## config.mk

```make
export PLATFORM = sky130hd
export DESIGN_NAME = debounce_bank
export DESIGN_NICKNAME = d
export VERILOG_FILES = /design/src/rtl/ledgame_pkg.sv /design/src/rtl/debounce_channel.sv /design/src/rtl/debounce_bank.sv
export SDC_FILE = /design/constraint.sdc
export NUM_CORES = 1
export LEC_CHECK = 0
export CAP_MARGIN = 10
export CORE_MARGIN = 3
export CORE_UTILIZATION = 45
export CTS_CLUSTER_DIAMETER = 60
export DETAILED_ROUTE_END_ITERATION = 16
export MAX_ROUTING_LAYER = met4
export PLACE_DENSITY = 0.64
export REMOVE_ABC_BUFFERS = 1
export SYNTH_ARGS = -nofsm -noshare
export SYNTH_HDL_FRONTEND = slang
export SYNTH_SLANG_ARGS = --single-unit
```

## constraint.sdc

```tcl
create_clock -name clk -period 2 [get_ports clk]
set_clock_uncertainty 0.05 [all_clocks]
set_input_delay 0.4 -clock clk [delete_from_list [all_inputs] [get_ports clk]]
set_output_delay 0.4 -clock clk [all_outputs]
set_load 0.1 [all_outputs]
```

## src/rtl/ledgame_pkg.sv

```systemverilog
// Shared definitions for the LED game front end: counter width helper,
// default timing constants and the per-channel status bundle.
package ledgame_pkg;

    // Default stability window, long-press hold time and auto-repeat period.
    localparam int DEFAULT_DEBOUNCE_CYCLES = 16;
    localparam int DEFAULT_HOLD_CYCLES     = 1024;
    localparam int DEFAULT_REPEAT_CYCLES   = 256;

    // Width needed to hold the value 0..value, never narrower than one bit.
    function automatic int cnt_width(input int value);
        int w;
        w = $clog2(value + 1);
        return (w < 1) ? 1 : w;
    endfunction

    // Everything one channel reports to the game logic.
    typedef struct packed {
        logic pressed;
        logic released;
        logic held;
        logic long_press;
    } chan_out_t;

endpackage

```

## src/rtl/debounce_channel.sv

```systemverilog
// One button channel: 2-flop synchroniser, stability-window debounce,
// press/release edge pulses, long-press detection and auto-repeat.
// The input is already polarity-corrected (1 = pressed).
module debounce_channel
    import ledgame_pkg::*;
#(
    parameter int DEBOUNCE_CYCLES = DEFAULT_DEBOUNCE_CYCLES,
    parameter int HOLD_CYCLES     = DEFAULT_HOLD_CYCLES,
    parameter int REPEAT_CYCLES   = DEFAULT_REPEAT_CYCLES
) (
    input  logic      clk,
    input  logic      rst,
    input  logic      button,
    input  logic      repeat_en,
    output chan_out_t status
);

    localparam int DB_W   = cnt_width(DEBOUNCE_CYCLES);
    localparam int HOLD_W = cnt_width(HOLD_CYCLES);
    localparam int REP_W  = cnt_width(REPEAT_CYCLES);

    localparam logic [DB_W-1:0]   DB_LAST   = DB_W'(DEBOUNCE_CYCLES - 1);
    localparam logic [HOLD_W-1:0] HOLD_LAST = HOLD_W'(HOLD_CYCLES - 1);
    localparam logic [HOLD_W-1:0] HOLD_MAX  = HOLD_W'(HOLD_CYCLES);
    localparam logic [REP_W-1:0]  REP_LAST  = REP_W'(REPEAT_CYCLES - 1);

    logic              r_s0;
    logic              r_s1;
    logic              r_stable;
    logic [DB_W-1:0]   r_db_cnt;
    logic [HOLD_W-1:0] r_hold_cnt;
    logic [REP_W-1:0]  r_rep_cnt;
    logic              r_pressed;
    logic              r_released;
    logic              r_long;

    logic w_mismatch;
    logic w_flip;
    logic w_rise;
    logic w_fall;
    logic w_hold_done;
    logic w_holding;
    logic w_hold_fire;
    logic w_rep_fire;

    // A flip is accepted when the mismatch survives the last window cycle.
    // Auto-repeat and long-press only advance on cycles without a flip,
    // so pressed and released can never coincide.
    always_comb begin
        w_mismatch  = (r_s1 != r_stable);
        w_flip      = w_mismatch && (r_db_cnt == DB_LAST);
        w_rise      = w_flip && !r_stable;
        w_fall      = w_flip && r_stable;
        w_hold_done = (r_hold_cnt == HOLD_MAX);
        w_holding   = r_stable && !w_flip;
        w_hold_fire = w_holding && (r_hold_cnt == HOLD_LAST);
        w_rep_fire  = w_holding && w_hold_done && repeat_en && (r_rep_cnt == REP_LAST);
    end

    // Two-flop synchroniser for the asynchronous pin.
    always_ff @(posedge clk) begin
        if (rst) begin
            r_s0 <= 1'b0;
            r_s1 <= 1'b0;
        end else begin
            r_s0 <= button;
            r_s1 <= r_s0;
        end
    end

    // Debounce counter and accepted (stable) level.
    always_ff @(posedge clk) begin
        if (rst) begin
            r_db_cnt <= '0;
            r_stable <= 1'b0;
        end else begin
            if (!w_mismatch || w_flip) begin
                r_db_cnt <= '0;
            end else begin
                r_db_cnt <= r_db_cnt + DB_W'(1);
            end
            if (w_flip) begin
                r_stable <= ~r_stable;
            end
        end
    end

    // Hold counter: counts press duration, saturates once long-press fired.
    always_ff @(posedge clk) begin
        if (rst) begin
            r_hold_cnt <= '0;
        end else if (!w_holding) begin
            r_hold_cnt <= '0;
        end else if (!w_hold_done) begin
            r_hold_cnt <= r_hold_cnt + HOLD_W'(1);
        end
    end

    // Repeat counter: runs only after long-press while repeat is enabled.
    always_ff @(posedge clk) begin
        if (rst) begin
            r_rep_cnt <= '0;
        end else if (!w_holding || !w_hold_done || !repeat_en) begin
            r_rep_cnt <= '0;
        end else if (r_rep_cnt == REP_LAST) begin
            r_rep_cnt <= '0;
        end else begin
            r_rep_cnt <= r_rep_cnt + REP_W'(1);
        end
    end

    // Registered one-cycle event pulses.
    always_ff @(posedge clk) begin
        if (rst) begin
            r_pressed  <= 1'b0;
            r_released <= 1'b0;
            r_long     <= 1'b0;
        end else begin
            r_pressed  <= w_rise || w_rep_fire;
            r_released <= w_fall;
            r_long     <= w_hold_fire;
        end
    end

    // Pack the channel status for the bank.
    always_comb begin
        status            = '0;
        status.pressed    = r_pressed;
        status.released   = r_released;
        status.held       = r_stable;
        status.long_press = r_long;
    end

endmodule

```

## src/rtl/debounce_bank.sv

```systemverilog
// Multi-channel button front end: applies pin polarity and replicates
// one independent debounce channel per button.
module debounce_bank
    import ledgame_pkg::*;
#(
    parameter int CHANNELS        = 4,
    parameter int DEBOUNCE_CYCLES = DEFAULT_DEBOUNCE_CYCLES,
    parameter int HOLD_CYCLES     = DEFAULT_HOLD_CYCLES,
    parameter int REPEAT_CYCLES   = DEFAULT_REPEAT_CYCLES,
    parameter bit ACTIVE_LOW      = 1'b0
) (
    input  logic                clk,
    input  logic                rst,
    input  logic [CHANNELS-1:0] button,
    input  logic                repeat_en,
    output logic [CHANNELS-1:0] pressed,
    output logic [CHANNELS-1:0] released,
    output logic [CHANNELS-1:0] held,
    output logic [CHANNELS-1:0] long_press
);

    logic [CHANNELS-1:0] w_button_fixed;
    chan_out_t           w_status [CHANNELS];

    // One channel per pin; inversion makes "pressed" read as 1 internally.
    generate
        for (genvar gi = 0; gi < CHANNELS; gi++) begin : g_chan
            assign w_button_fixed[gi] = ACTIVE_LOW ? ~button[gi] : button[gi];

            debounce_channel #(
                .DEBOUNCE_CYCLES (DEBOUNCE_CYCLES),
                .HOLD_CYCLES     (HOLD_CYCLES),
                .REPEAT_CYCLES   (REPEAT_CYCLES)
            ) u_chan (
                .clk       (clk),
                .rst       (rst),
                .button    (w_button_fixed[gi]),
                .repeat_en (repeat_en),
                .status    (w_status[gi])
            );

            assign pressed[gi]    = w_status[gi].pressed;
            assign released[gi]   = w_status[gi].released;
            assign held[gi]       = w_status[gi].held;
            assign long_press[gi] = w_status[gi].long_press;
        end
    endgenerate

endmodule

```

==> implementation parameters <==
Parameter                              Value

Status
  Outcome    finished, final reports clean

Clock network
  Later-pin clock latency in the skew report    0.41 ns
  CTS tree    done
  Buffer type at the clock tree root    sky130_fd_sc_hd__clkbuf_16
  Longest Clk Path Bufs    2
  Number of H-tree branching levels    4
  Number of buffers inserted during clock tree synthesis    17
  Clock transition at path regs    0.05 ns
  Total of cells resized after clock tree synthesis    0
  Number of clock sinks    124

STA
  Worst-Margin Slew    0.461 ns
  Endpoints failing setup    0
  Final min period    1.76 ns
  Slew Viols, Final    0
  Share of the cycle needed by the critical path after routing    88.0%
  Hold WS    0.395 ns
  Fmax achieved    0.568 GHz
  RSZ-0062 raised after global routing    no
  Total count of hold-check failures in the final report    0
  Final Worst Setup Slack    0.240 ns
  Max_slew headroom    68.9%

Drt
  Detailed-route vias per instance    5.50
  Number of DRC violations after detailed-routing iteration 0    191
  Number of iterations in the first detailed-routing pass    4
  Antenna-violating nets left    0
  Remaining design rule violation count    0
  Total vias in the final route    4296
  Detail-routed net length per standard cell    13.2 µm
  Final wirelength    10.3 mm

Worst setup path
  Critical setup path kind    reg -> reg
  Worst endpoint data arrival time    2.04 ns
  Most frequent cell on the critical path    sky130_fd_sc_hd__ha_1
  WP buf/inv    1
  Crit path cell chain    ha_1 > and3_1 > ha_1 > nand2b_1 > buf_4 > nand2_1 > o22ai_1
  Max FO, Critical Path    8
  Data required, critical path    2.28 ns
  Capturing element type of the critical path    flop
  Largest stage delay on the critical path    0.32 ns
  Kind of start point of the critical path    flop
  Dominant delay contributor by cell family on the critical path    simple AND/OR/NAND/NOR gates
  Slowest stage cell, crit path    sky130_fd_sc_hd__dfxtp_1

Synth
  Cell count after synthesis    596
  Fraction of the yosys area taken by sequential cells    45.4%
  Area contributors post-synth    sky130_fd_sc_hd__dfxtp_1 45%, sky130_fd_sc_hd__nand3_1 5.8%, sky130_fd_sc_hd__ha_1 5.5%
  Synth area leader    sky130_fd_sc_hd__dfxtp_1
  Mapped Area    5460 µm²
  Seq cells post-synth    124
  Count of cell types in the netlist    42
  Synth top area share    45.4%
  Syn avg cell area    9.17 µm²
  Number of warnings reported in the yosys synthesis log    0

Floorplanning
  Horiz. Die Dim    116 µm
  Site row count    39
  Number of top-level pins    23
  Floorplan die height    116 µm
  Initial core utilization    46.9%
  Die Footprint    13500 µm²
  Core Area    11700 µm²

Cells and area
  Number of fill cells    1058
  Net count of the finished layout    656
  Share of post-route cells with drive strength above 1    11.8%
  Register area    2480 µm²
  Area of the multi-input gates    2670 µm²
  Final cell count without fillers    781
  Antenna Cells    0
  Synthesis-to-finish area growth    17.1%
  Summed area of non-filler cells in the final layout    6400 µm²

GRT
  Global-route usage over all layers    17.4%
  Number of antenna violations at the first check in global routing    0
  Remaining global-route overflow    0
  Wire length of the first global-routing pass    18.2 mm
  Number of global-route vias before repair    4076
  Maximum number of pins on one net before global-route repair    25

Power and ir drop
  Total power    0.00539 W
  Total power density per cell area    842 nW/µm²
  Worst IR drop on VDD    0.000548 V
  Static Leak    2.11 nW

Placed design
  Post-Place Setup Slack    -0.0447 ns
  GP Congestion    0.834
  Placed cell count    748
  Post-placement cell area    5830 µm²
  Post-detail-place hpwl    7.15 mm
  Port Buffer Count    22

Worst hold path
  Class of the worst hold path    reg -> reg

Run
  Number of maximum-capacitance violations    0
[placed cells by master, fill, tap and decap left out, drive strengths merged, types with 8 or more instances in the layout]
cell | synthesis | routed
nand2 | 22 | 22
nor3 | 30 | 30
clkbuf | 7 | 24
a21oi | 12 | 12
nor2 | 37 | 37
xor2 | 19 | 19
nand3 | 64 | 64
a211oi | 19 | 19
mux2i | 14 | 14
xnor2 | 13 | 13
nand4b | 8 | 8
nand4 | 15 | 15
and3 | 8 | 8
dfxtp | 124 | 124
nor2b | 16 | 16
or3 | 33 | 33
buf | 24 | 35
ha | 24 | 24
inv | 34 | 34
o21ai | 28 | 28
[layout make-up]
cell class                      instances  area share (%)
Clock buffer                           24            7.69
Sequential cell                       124            38.8
Clock inverter                          8            1.02
Tap cell                              143            2.80
Multi-Input combinational cell        407            41.7
Timing Repair Buffer                   41            6.03
Inverter                               34            2.00
[flip-flops by register name (all words and copies together) (netlist names)]
name,cells
g_chan.u_chan.r_long,4
g_chan.u_chan.r_stable,4
g_chan.u_chan.r_hold_cnt,44
g_chan.u_chan.r_pressed,4
g_chan.u_chan.r_s1,4
g_chan.u_chan.r_db_cnt,20
g_chan.u_chan.r_rep_cnt,36
g_chan.u_chan.r_released,4
g_chan.u_chan.r_s0,4
[cells in the mapped netlist, drive strengths merged]
cell / number
a2111oi: 1
a211oi: 19
a21boi: 1
a21oi: 12
a31oi: 1
a41oi: 2
and2: 3
and3: 8
and4: 2
buf: 24
clkbuf: 7
dfxtp: 124
ha: 24
inv: 34
mux2i: 14
nand2: 22
nand2b: 6
nand3: 64
nand3b: 4
nand4: 15
nand4b: 8
nand4bb: 2
nor2: 37
nor2b: 16
nor3: 30
nor4: 6
nor4b: 3
nor4bb: 2
o21ai: 28
o22ai: 4
o31ai: 4
or3: 33
or4: 4
xnor2: 13
xor2: 19
[worst paths after layout]
check / depth (start not counted) / to / slack [ns] / start
worst min register to register: 1 / g_chan[3].u_chan.r_s1 / 0.39 / g_chan[3].u_chan.r_s0
worst max register to register: 7 / g_chan[3].u_chan.r_hold_cnt[2] / 0.24 / g_chan[3].u_chan.r_db_cnt[0]
worst min-delay path: 1 / g_chan[3].u_chan.r_s1 / 0.39 / g_chan[3].u_chan.r_s0
worst max-delay path: 7 / g_chan[3].u_chan.r_hold_cnt[2] / 0.24 / g_chan[3].u_chan.r_db_cnt[0]
[metal layers]
metal | GRT usage [%] | share of wire, %
met1 | 20.4 | 49
met3 | 6.01 | 3.5
met4 | 6.88 | 1.3
met5 | - | 0
met2 | 27.5 | 46
[repair_timing]
action / 4_1_cts / 5_1_grt
setup endpoints to repair: 0 / 4
hold buffers: 0 / 0
buffers inserted: 0 / 1
[power by group]
part,leakage (nW),switching [W],internal [W]
Sequential,1.00,0.00000572,0.00248
Combinational,0.829,0.0000191,0.0000250
Clock,0.283,0.00103,0.00182
Total,2.11,0.00106,0.00433
[cells by family (layout without fill, tap and decap cells)]
logic type,Yosys count,in the layout,share of synthesized area [%]
DFF,124,124,45.4
buffers and inverters,65,107,5.79
adders and majority gates,24,24,5.50
and+or+nand+nor,265,265,27.4
xor gates and xnor gates,32,32,5.13
AOI/OAI and AO/OA,72,72,8.20
muxes,14,14,2.56
[stage by stage]
stage | setup TNS, ns | utilization (%)
after floorplan | -5.56 | -
after global placement | 0 | 50.0
after detailed placement | -0.0447 | 50.0
after CTS | 0 | 54.8
after global routing | 0 | 54.8
final | 0 | 54.8
(Power assumes the default switching activity.)
